--- src/rtl/dvp_tb_pkg.sv ---
// Shared definitions for the DVP test-pattern generator: frame FSM states,
// pattern codes and the RGB565 colour-bar table.
package dvp_tb_pkg;

    typedef enum logic [2:0] {
        ST_IDLE   = 3'd0,
        ST_VSYNC  = 3'd1,
        ST_VBP    = 3'd2,
        ST_ACTIVE = 3'd3,
        ST_VFP    = 3'd4
    } state_t;

    localparam logic [1:0] PAT_BARS  = 2'd0;
    localparam logic [1:0] PAT_HRAMP = 2'd1;
    localparam logic [1:0] PAT_VRAMP = 2'd2;
    localparam logic [1:0] PAT_FLAT  = 2'd3;

    // Index 0 (white) sits in the least significant slot.
    localparam logic [7:0][15:0] BAR_COLORS = {
        16'h0000,   // black
        16'h001F,   // blue
        16'hF800,   // red
        16'hF81F,   // magenta
        16'h07E0,   // green
        16'h07FF,   // cyan
        16'hFFE0,   // yellow
        16'hFFFF    // white
    };

    function automatic logic [15:0] gray_to_rgb565(input logic [7:0] g);
        return {g[7:3], g[7:2], g[7:3]};
    endfunction

endpackage

--- src/rtl/dvp_pattern_rom.sv ---
// Combinational pixel generator: maps (x, y, pattern, byte select) to the
// DVP data byte. The parent registers the result.
module dvp_pattern_rom #(
    parameter int COLOR_MODE = 1,
    parameter int IM_X       = 1280,
    parameter int XW         = 11
) (
    input  logic [XW-1:0] x,
    input  logic [7:0]    y,
    input  logic [1:0]    pattern,
    input  logic          byte_sel,
    input  logic [7:0]    frame_cnt,
    output logic [7:0]    data_byte
);
    import dvp_tb_pkg::*;

    logic [2:0]  bar;
    logic [7:0]  gray;
    logic [15:0] pix;

    always_comb begin
        bar  = 3'((int'(x) * 8) / IM_X);
        gray = 8'h00;
        pix  = 16'h0000;
        case (pattern)
            PAT_BARS:  pix  = BAR_COLORS[bar];
            PAT_HRAMP: gray = 8'(x);
            PAT_VRAMP: gray = y;
            PAT_FLAT:  gray = frame_cnt;
            default:   gray = 8'h00;
        endcase
        if (pattern != PAT_BARS)
            pix = gray_to_rgb565(gray);

        // In 8-bit mode the bars fall back to the colour's high byte.
        if (COLOR_MODE == 1)
            data_byte = byte_sel ? pix[7:0] : pix[15:8];
        else
            data_byte = (pattern == PAT_BARS) ? pix[15:8] : gray;
    end

endmodule

--- src/rtl/dvp_pattern_gen.sv ---
// DVP camera-timing test-pattern source (VSYNC/HREF/data).
// Optional DVP_PATGEN_SHORT_LINE_EN adds inject_short to shorten one active line.
module dvp_pattern_gen #(
    parameter int COLOR_MODE  = 1,
    parameter int IM_X        = 1280,
    parameter int IM_Y        = 720,
    parameter int HBLANK_CLKS = 64,
    parameter int VSYNC_LINES = 3,
    parameter int VBP_LINES   = 5,
    parameter int VFP_LINES   = 5
) (
    input  logic       PCLK_cam,
    input  logic       rst_n,
    input  logic       enable,
    input  logic [1:0] pattern_sel,
`ifdef DVP_PATGEN_SHORT_LINE_EN
    input  logic       inject_short,
`endif
    output logic [7:0] data_cam,
    output logic       VSYNC_cam,
    output logic       HREF_cam,
    output logic [7:0] frame_cnt,
    output logic       frame_done
);
    import dvp_tb_pkg::*;

    localparam int BPP   = (COLOR_MODE == 1) ? 2 : 1;
    localparam int HACT  = IM_X * BPP;
    localparam int LP    = HACT + HBLANK_CLKS;
    localparam int HCW   = $clog2(LP + 1);
    localparam int MAX_A = (VSYNC_LINES > VBP_LINES) ? VSYNC_LINES : VBP_LINES;
    localparam int MAX_B = (IM_Y > VFP_LINES) ? IM_Y : VFP_LINES;
    localparam int MAXL  = (MAX_A > MAX_B) ? MAX_A : MAX_B;
    localparam int LCW   = $clog2(MAXL + 1);
    localparam int XW    = $clog2(IM_X + 1);

    localparam logic [HCW-1:0] H_LAST = HCW'(LP - 1);
    localparam logic [HCW-1:0] H_ACT  = HCW'(HACT);
    localparam logic [LCW-1:0] L_VS   = LCW'(VSYNC_LINES - 1);
    localparam logic [LCW-1:0] L_VBP  = LCW'(VBP_LINES - 1);
    localparam logic [LCW-1:0] L_ACT  = LCW'(IM_Y - 1);
    localparam logic [LCW-1:0] L_VFP  = LCW'(VFP_LINES - 1);

    state_t         state_reg, state_next;
    logic [HCW-1:0] hcnt_reg, hcnt_next;
    logic [LCW-1:0] lcnt_reg, lcnt_next;
    logic [LCW-1:0] lines_last;
    logic           frame_end;
    logic [1:0]     pat_reg;
    logic [7:0]     data_reg, frame_cnt_reg;
    logic           vsync_reg, href_reg, frame_done_reg;
    logic [HCW-1:0] href_len;
    logic           href_next;
    logic [7:0]     rom_byte;

    always_comb begin
        case (state_reg)
            ST_VSYNC:  lines_last = L_VS;
            ST_VBP:    lines_last = L_VBP;
            ST_ACTIVE: lines_last = L_ACT;
            default:   lines_last = L_VFP;
        endcase
    end

    always_comb begin
        state_next = state_reg;
        hcnt_next  = hcnt_reg;
        lcnt_next  = lcnt_reg;
        frame_end  = 1'b0;
        if (state_reg == ST_IDLE) begin
            if (enable) begin
                state_next = ST_VSYNC;
                hcnt_next  = '0;
                lcnt_next  = '0;
            end
        end else if (hcnt_reg != H_LAST) begin
            hcnt_next = hcnt_reg + 1'b1;
        end else begin
            hcnt_next = '0;
            if (lcnt_reg != lines_last) begin
                lcnt_next = lcnt_reg + 1'b1;
            end else begin
                lcnt_next = '0;
                case (state_reg)
                    ST_VSYNC:  state_next = ST_VBP;
                    ST_VBP:    state_next = ST_ACTIVE;
                    ST_ACTIVE: state_next = ST_VFP;
                    default: begin
                        // End of front porch: enable decides whether another frame follows.
                        frame_end  = 1'b1;
                        state_next = enable ? ST_VSYNC : ST_IDLE;
                    end
                endcase
            end
        end
    end

`ifdef DVP_PATGEN_SHORT_LINE_EN
    localparam logic [HCW-1:0] H_SHORT = HCW'(HACT - BPP);

    logic short_armed_reg, short_line_reg, short_line_next, line_start;

    assign line_start      = (state_next == ST_ACTIVE) && (hcnt_next == '0);
    assign short_line_next = line_start ? short_armed_reg : short_line_reg;
    assign href_len        = short_line_next ? H_SHORT : H_ACT;

    // A pulse arriving on the very cycle a line starts applies to the next line.
    always_ff @(posedge PCLK_cam or negedge rst_n) begin
        if (!rst_n) begin
            short_armed_reg <= 1'b0;
            short_line_reg  <= 1'b0;
        end else begin
            if (inject_short)
                short_armed_reg <= 1'b1;
            else if (line_start)
                short_armed_reg <= 1'b0;
            short_line_reg <= short_line_next;
        end
    end
`else
    assign href_len = H_ACT;
`endif

    // Outputs are registered from next-cycle counters so they align with state_reg.
    assign href_next = (state_next == ST_ACTIVE) && (hcnt_next < href_len);

    dvp_pattern_rom #(
        .COLOR_MODE (COLOR_MODE),
        .IM_X       (IM_X),
        .XW         (XW)
    ) u_rom (
        .x          (XW'(hcnt_next >> (BPP - 1))),
        .y          (8'(lcnt_next)),
        .pattern    (pat_reg),
        .byte_sel   ((BPP == 2) ? hcnt_next[0] : 1'b0),
        .frame_cnt  (frame_cnt_reg),
        .data_byte  (rom_byte)
    );

    always_ff @(posedge PCLK_cam or negedge rst_n) begin
        if (!rst_n) begin
            state_reg      <= ST_IDLE;
            hcnt_reg       <= '0;
            lcnt_reg       <= '0;
            pat_reg        <= 2'd0;
            data_reg       <= 8'h00;
            vsync_reg      <= 1'b0;
            href_reg       <= 1'b0;
            frame_cnt_reg  <= 8'h00;
            frame_done_reg <= 1'b0;
        end else begin
            state_reg      <= state_next;
            hcnt_reg       <= hcnt_next;
            lcnt_reg       <= lcnt_next;
            vsync_reg      <= (state_next == ST_VSYNC);
            href_reg       <= href_next;
            data_reg       <= href_next ? rom_byte : 8'h00;
            frame_done_reg <= frame_end;
            if (frame_end)
                frame_cnt_reg <= frame_cnt_reg + 8'd1;
            if ((state_next == ST_VSYNC) && (state_reg != ST_VSYNC))
                pat_reg <= pattern_sel;
        end
    end

    assign data_cam   = data_reg;
    assign VSYNC_cam  = vsync_reg;
    assign HREF_cam   = href_reg;
    assign frame_cnt  = frame_cnt_reg;
    assign frame_done = frame_done_reg;

endmodule

--- config.mk ---
export PLATFORM = sky130hd
export DESIGN_NAME = dvp_pattern_gen
export DESIGN_NICKNAME = d
export VERILOG_FILES = /design/src/rtl/dvp_tb_pkg.sv /design/src/rtl/dvp_pattern_rom.sv /design/src/rtl/dvp_pattern_gen.sv
export SDC_FILE = /design/constraint.sdc
export NUM_CORES = 1
export LEC_CHECK = 0
export BUFFER_PORTS_ARGS = -buffer_cell sky130_fd_sc_hd__buf_2
export CAP_MARGIN = 15
export CORE_MARGIN = 8
export CORE_UTILIZATION = 65
export CTS_CLUSTER_DIAMETER = 100
export DETAILED_ROUTE_END_ITERATION = 8
export PLACE_DENSITY = 0.87
export SETUP_SLACK_MARGIN = 0.5
export SLEW_MARGIN = 20
export SYNTH_ARGS = -nofsm -noshare
export SYNTH_HDL_FRONTEND = slang
export SYNTH_SLANG_ARGS = --single-unit
--- constraint.sdc ---
create_clock -name PCLK_cam -period 7.2 [get_ports PCLK_cam]
set_clock_uncertainty 0.05 [all_clocks]
set_input_delay 0 -clock PCLK_cam [delete_from_list [all_inputs] [get_ports PCLK_cam]]
set_output_delay 0 -clock PCLK_cam [all_outputs]
set_load 0.05 [all_outputs]
==> impl_metrics.toml <==
[critical_path]
worst_setup_path_end_kind = "flop"
path_max_fanout = 16
cp.arrival_ns = 4.31
cp.required_ns = 7.35
crit_chain = "ha_1 -> nand3_1 -> nor4_4 -> a211o_1 -> and2_1 -> nand2_1 -> ha_1 -> inv_1 -> nand2_1 -> o21ai_0 -> mux2i_1 -> a32oi_1 -> o21ai_0 -> a211oi_2 -> o22ai_1 -> a221oi_1"
startpoint_type = "flop"
critPathSlowestCell = "nor4_4"
critPathMaxStageDelay_ns = 0.56
critPathKind = "flop to flop"

[logic_synthesis]
synth-seq-cells = 46
async_flop_share_pct = 100
synth_edf_count = 0
yosys.area.top_type = "dfrtp_1"
synth_top_cell_area_share_pct = 39.3
syn_area_um2 = 2930
netlist_top_cells_area = "dfrtp_1 39%, nand2_1 5.1%, o21ai_0 4.4%, xnor2_1 3.0%, mux2_2 2.7%"
synthCells = 329
syn_area_per_cell_um2 = 8.91
synthFlopType = "dfrtp_1"
seq_area_frac_synth_pct = 39.3
ys_types = 64
yosysWarnings = 0
synth.net_count = 338

[route]
routedWlPerCell_um = 17.5
viasPerCell = 6.48
vias = 2616
route.detailed.drc = 0
drt-initial-drc-count = 325
drt_first_pass_iters = 5
ant_nets = 0
routed_wl_mm = 7.05

[sta]
worstMarginPinSlew_ns = 0.790
fmax_mhz = 240
rsz0062_at_grt = "no"
hold_violations = 0
setup_tns_ns = 0
fin_crit_ns = 4.16
setup_violations = 0
period_share_pct = 57.8
slew_headroom_pct = 46.8
finalWorstSetupSlack_ns = 3.04
slew_violations = 0

[finish]
instances_no_fill = 404
final_cell_mix = "46 x dfrtp_1, 40 x nand2_1, 26 x o21ai_0"
largest_reg_flops = 12
num-nets-final = 360
drive_gt1_share_pct = 16.8
num-fill-cells = 310
design_area_um2 = 3200
area_delta_synth_final_pct = 9.18
antenna_cells = 0
final_common_cell = "dfrtp_1"

[outcome]
status = "finished clean"

[floorplan]
die_area_um2 = 6910
num_rows = 24
die_h_um = 83.2
io-pin-count = 24
dieWidth_um = 83.2
start_util_pct = 67.3
core_area_um2 = 4350

[pwr]
p_leak_nw = 1.43
p_per_area_nw_per_um2 = 141
p_total_mw = 0.450
ir_drop_uv = 178

[grt]
antenna_found_initial = 0
overflow = 0
grt_pass1_vias = 2479
grt_pass1_wl_mm = 12.1
grt_max_degree = 47
grt.total_usage_pct = 20.4

[clocking]
clockRootBuffer = "clkbuf_8"
cts_htree_levels = 2
cts.path.max_buffers = 2
clock_sinks = 46
cts_tree = "built"
clk_latency_ns = 0.31
clk_pin_slew_ns = 0.09
numCtsBuffers = 5
cts_setup_buffers = 0

[place]
place_congestion = 0.936
post-place-cells = 393
placed_area_um2 = 3070
io_buffers = 23
pre_cts_ws_ns = 3.10
hpwlAfterDp_mm = 5.11

[job]
max_cap_violations = 0

[hold_path]
worstHoldPathType = "input port to flop"
## through the flow
step / hold WS (ns) / utilization [%]
detailed placement: 0.169 / 70.5
global route: 0.163 / 73.5
CTS: 0.101 / 73.4
global placement: 0.161 / 70.5
floorplan: -0.346 / -
finish: 0.105 / 73.5
## path summary, 6_finish.rpt
| path | start | endpoint | slack (ns) | depth (start not counted) |
|---|---|---|---|---|
| max | hcnt_reg[0] | data_cam[2] | 3.04 | 16 |
| min | enable | state_reg[0] | 0.10 | 5 |
| max reg2reg | hcnt_reg[0] | data_cam[2] | 3.04 | 16 |
| min reg2reg | lcnt_reg[8] | lcnt_reg[8] | 0.46 | 1 |
| max in group asynchronous | rst_n | hcnt_reg[2] | 6.51 | 2 |
| min in group asynchronous | rst_n | frame_done | 0.20 | 2 |
## synth_stat cells (all sizes together) (4+ instances only)
library cell,n
a221oi,6
nor3,8
buf,5
o31ai,7
xnor2,10
o21ai,26
and3,4
dfrtp,46
nand4,11
ha,4
inv,19
mux2i,5
nor4,6
a22oi,4
mux2,7
nand3,11
nor2,20
nor2b,5
or3,4
a31oi,4
clkbuf,9
or2,6
nand2,40
a21oi,14
o22ai,4
nand2b,4
## cell type report
class | instances | area (um2) | area share (%)
multi-input combinational | 250 | 1640 | 51.3
sequential | 46 | 1150 | 36.0
timing repair buffer | 29 | 170 | 5.32
clock buffer | 6 | 82.6 | 2.58
inverter | 19 | 73.8 | 2.31
tap | 52 | 65.1 | 2.03
clock inverter | 2 | 16.3 | 0.508
## critical path: cells and delay by family (launching register included)
kind,cells,cell delay [ns]
buffers and inverters,1,0.11
DFF,1,0.43
AOI/OAI and AO/OA,7,1.32
adders and majority gates,2,0.55
and+or+nand+nor,5,1.47
muxes,1,0.14
## metal layers
metal | GRT usage (%) | vias to the layer above | part of all wire, %
met5 | 0 | - | 0
met4 | 7.03 | 0 | 1.5
met3 | 3.61 | 13 | 6.0
met2 | 32.2 | 128 | 48
met1 | 27.3 | 1221 | 45
li1 | - | 1254 | -
## cells by family after synthesis
logic type / count (synthesis) / synth area share [%]
AND/OR/NAND/NOR: 132 / 25.0
adder cells (fa/ha/maj): 7 / 2.77
AO/OA/AOI/OAI: 86 / 20.0
buffers and inverters: 33 / 4.74
XOR/XNOR: 13 / 3.88
multiplexers: 12 / 4.40
flip-flops: 46 / 39.3
## power by group
| part | leakage [nW] | switching [mW] | internal, mW |
|---|---|---|---|
| registers | 0.550 | 0.00165 | 0.259 |
| logic | 0.828 | 0.0104 | 0.00603 |
| clock network | 0.0478 | 0.0940 | 0.0791 |
## what timing repair did
item                                   4_1_cts  5_1_grt
hold buffers                                 3        0
resized for setup                            0        0
endpoints found under the hold margin       48        0
Note: power is estimated with default switching activity, not from simulation.
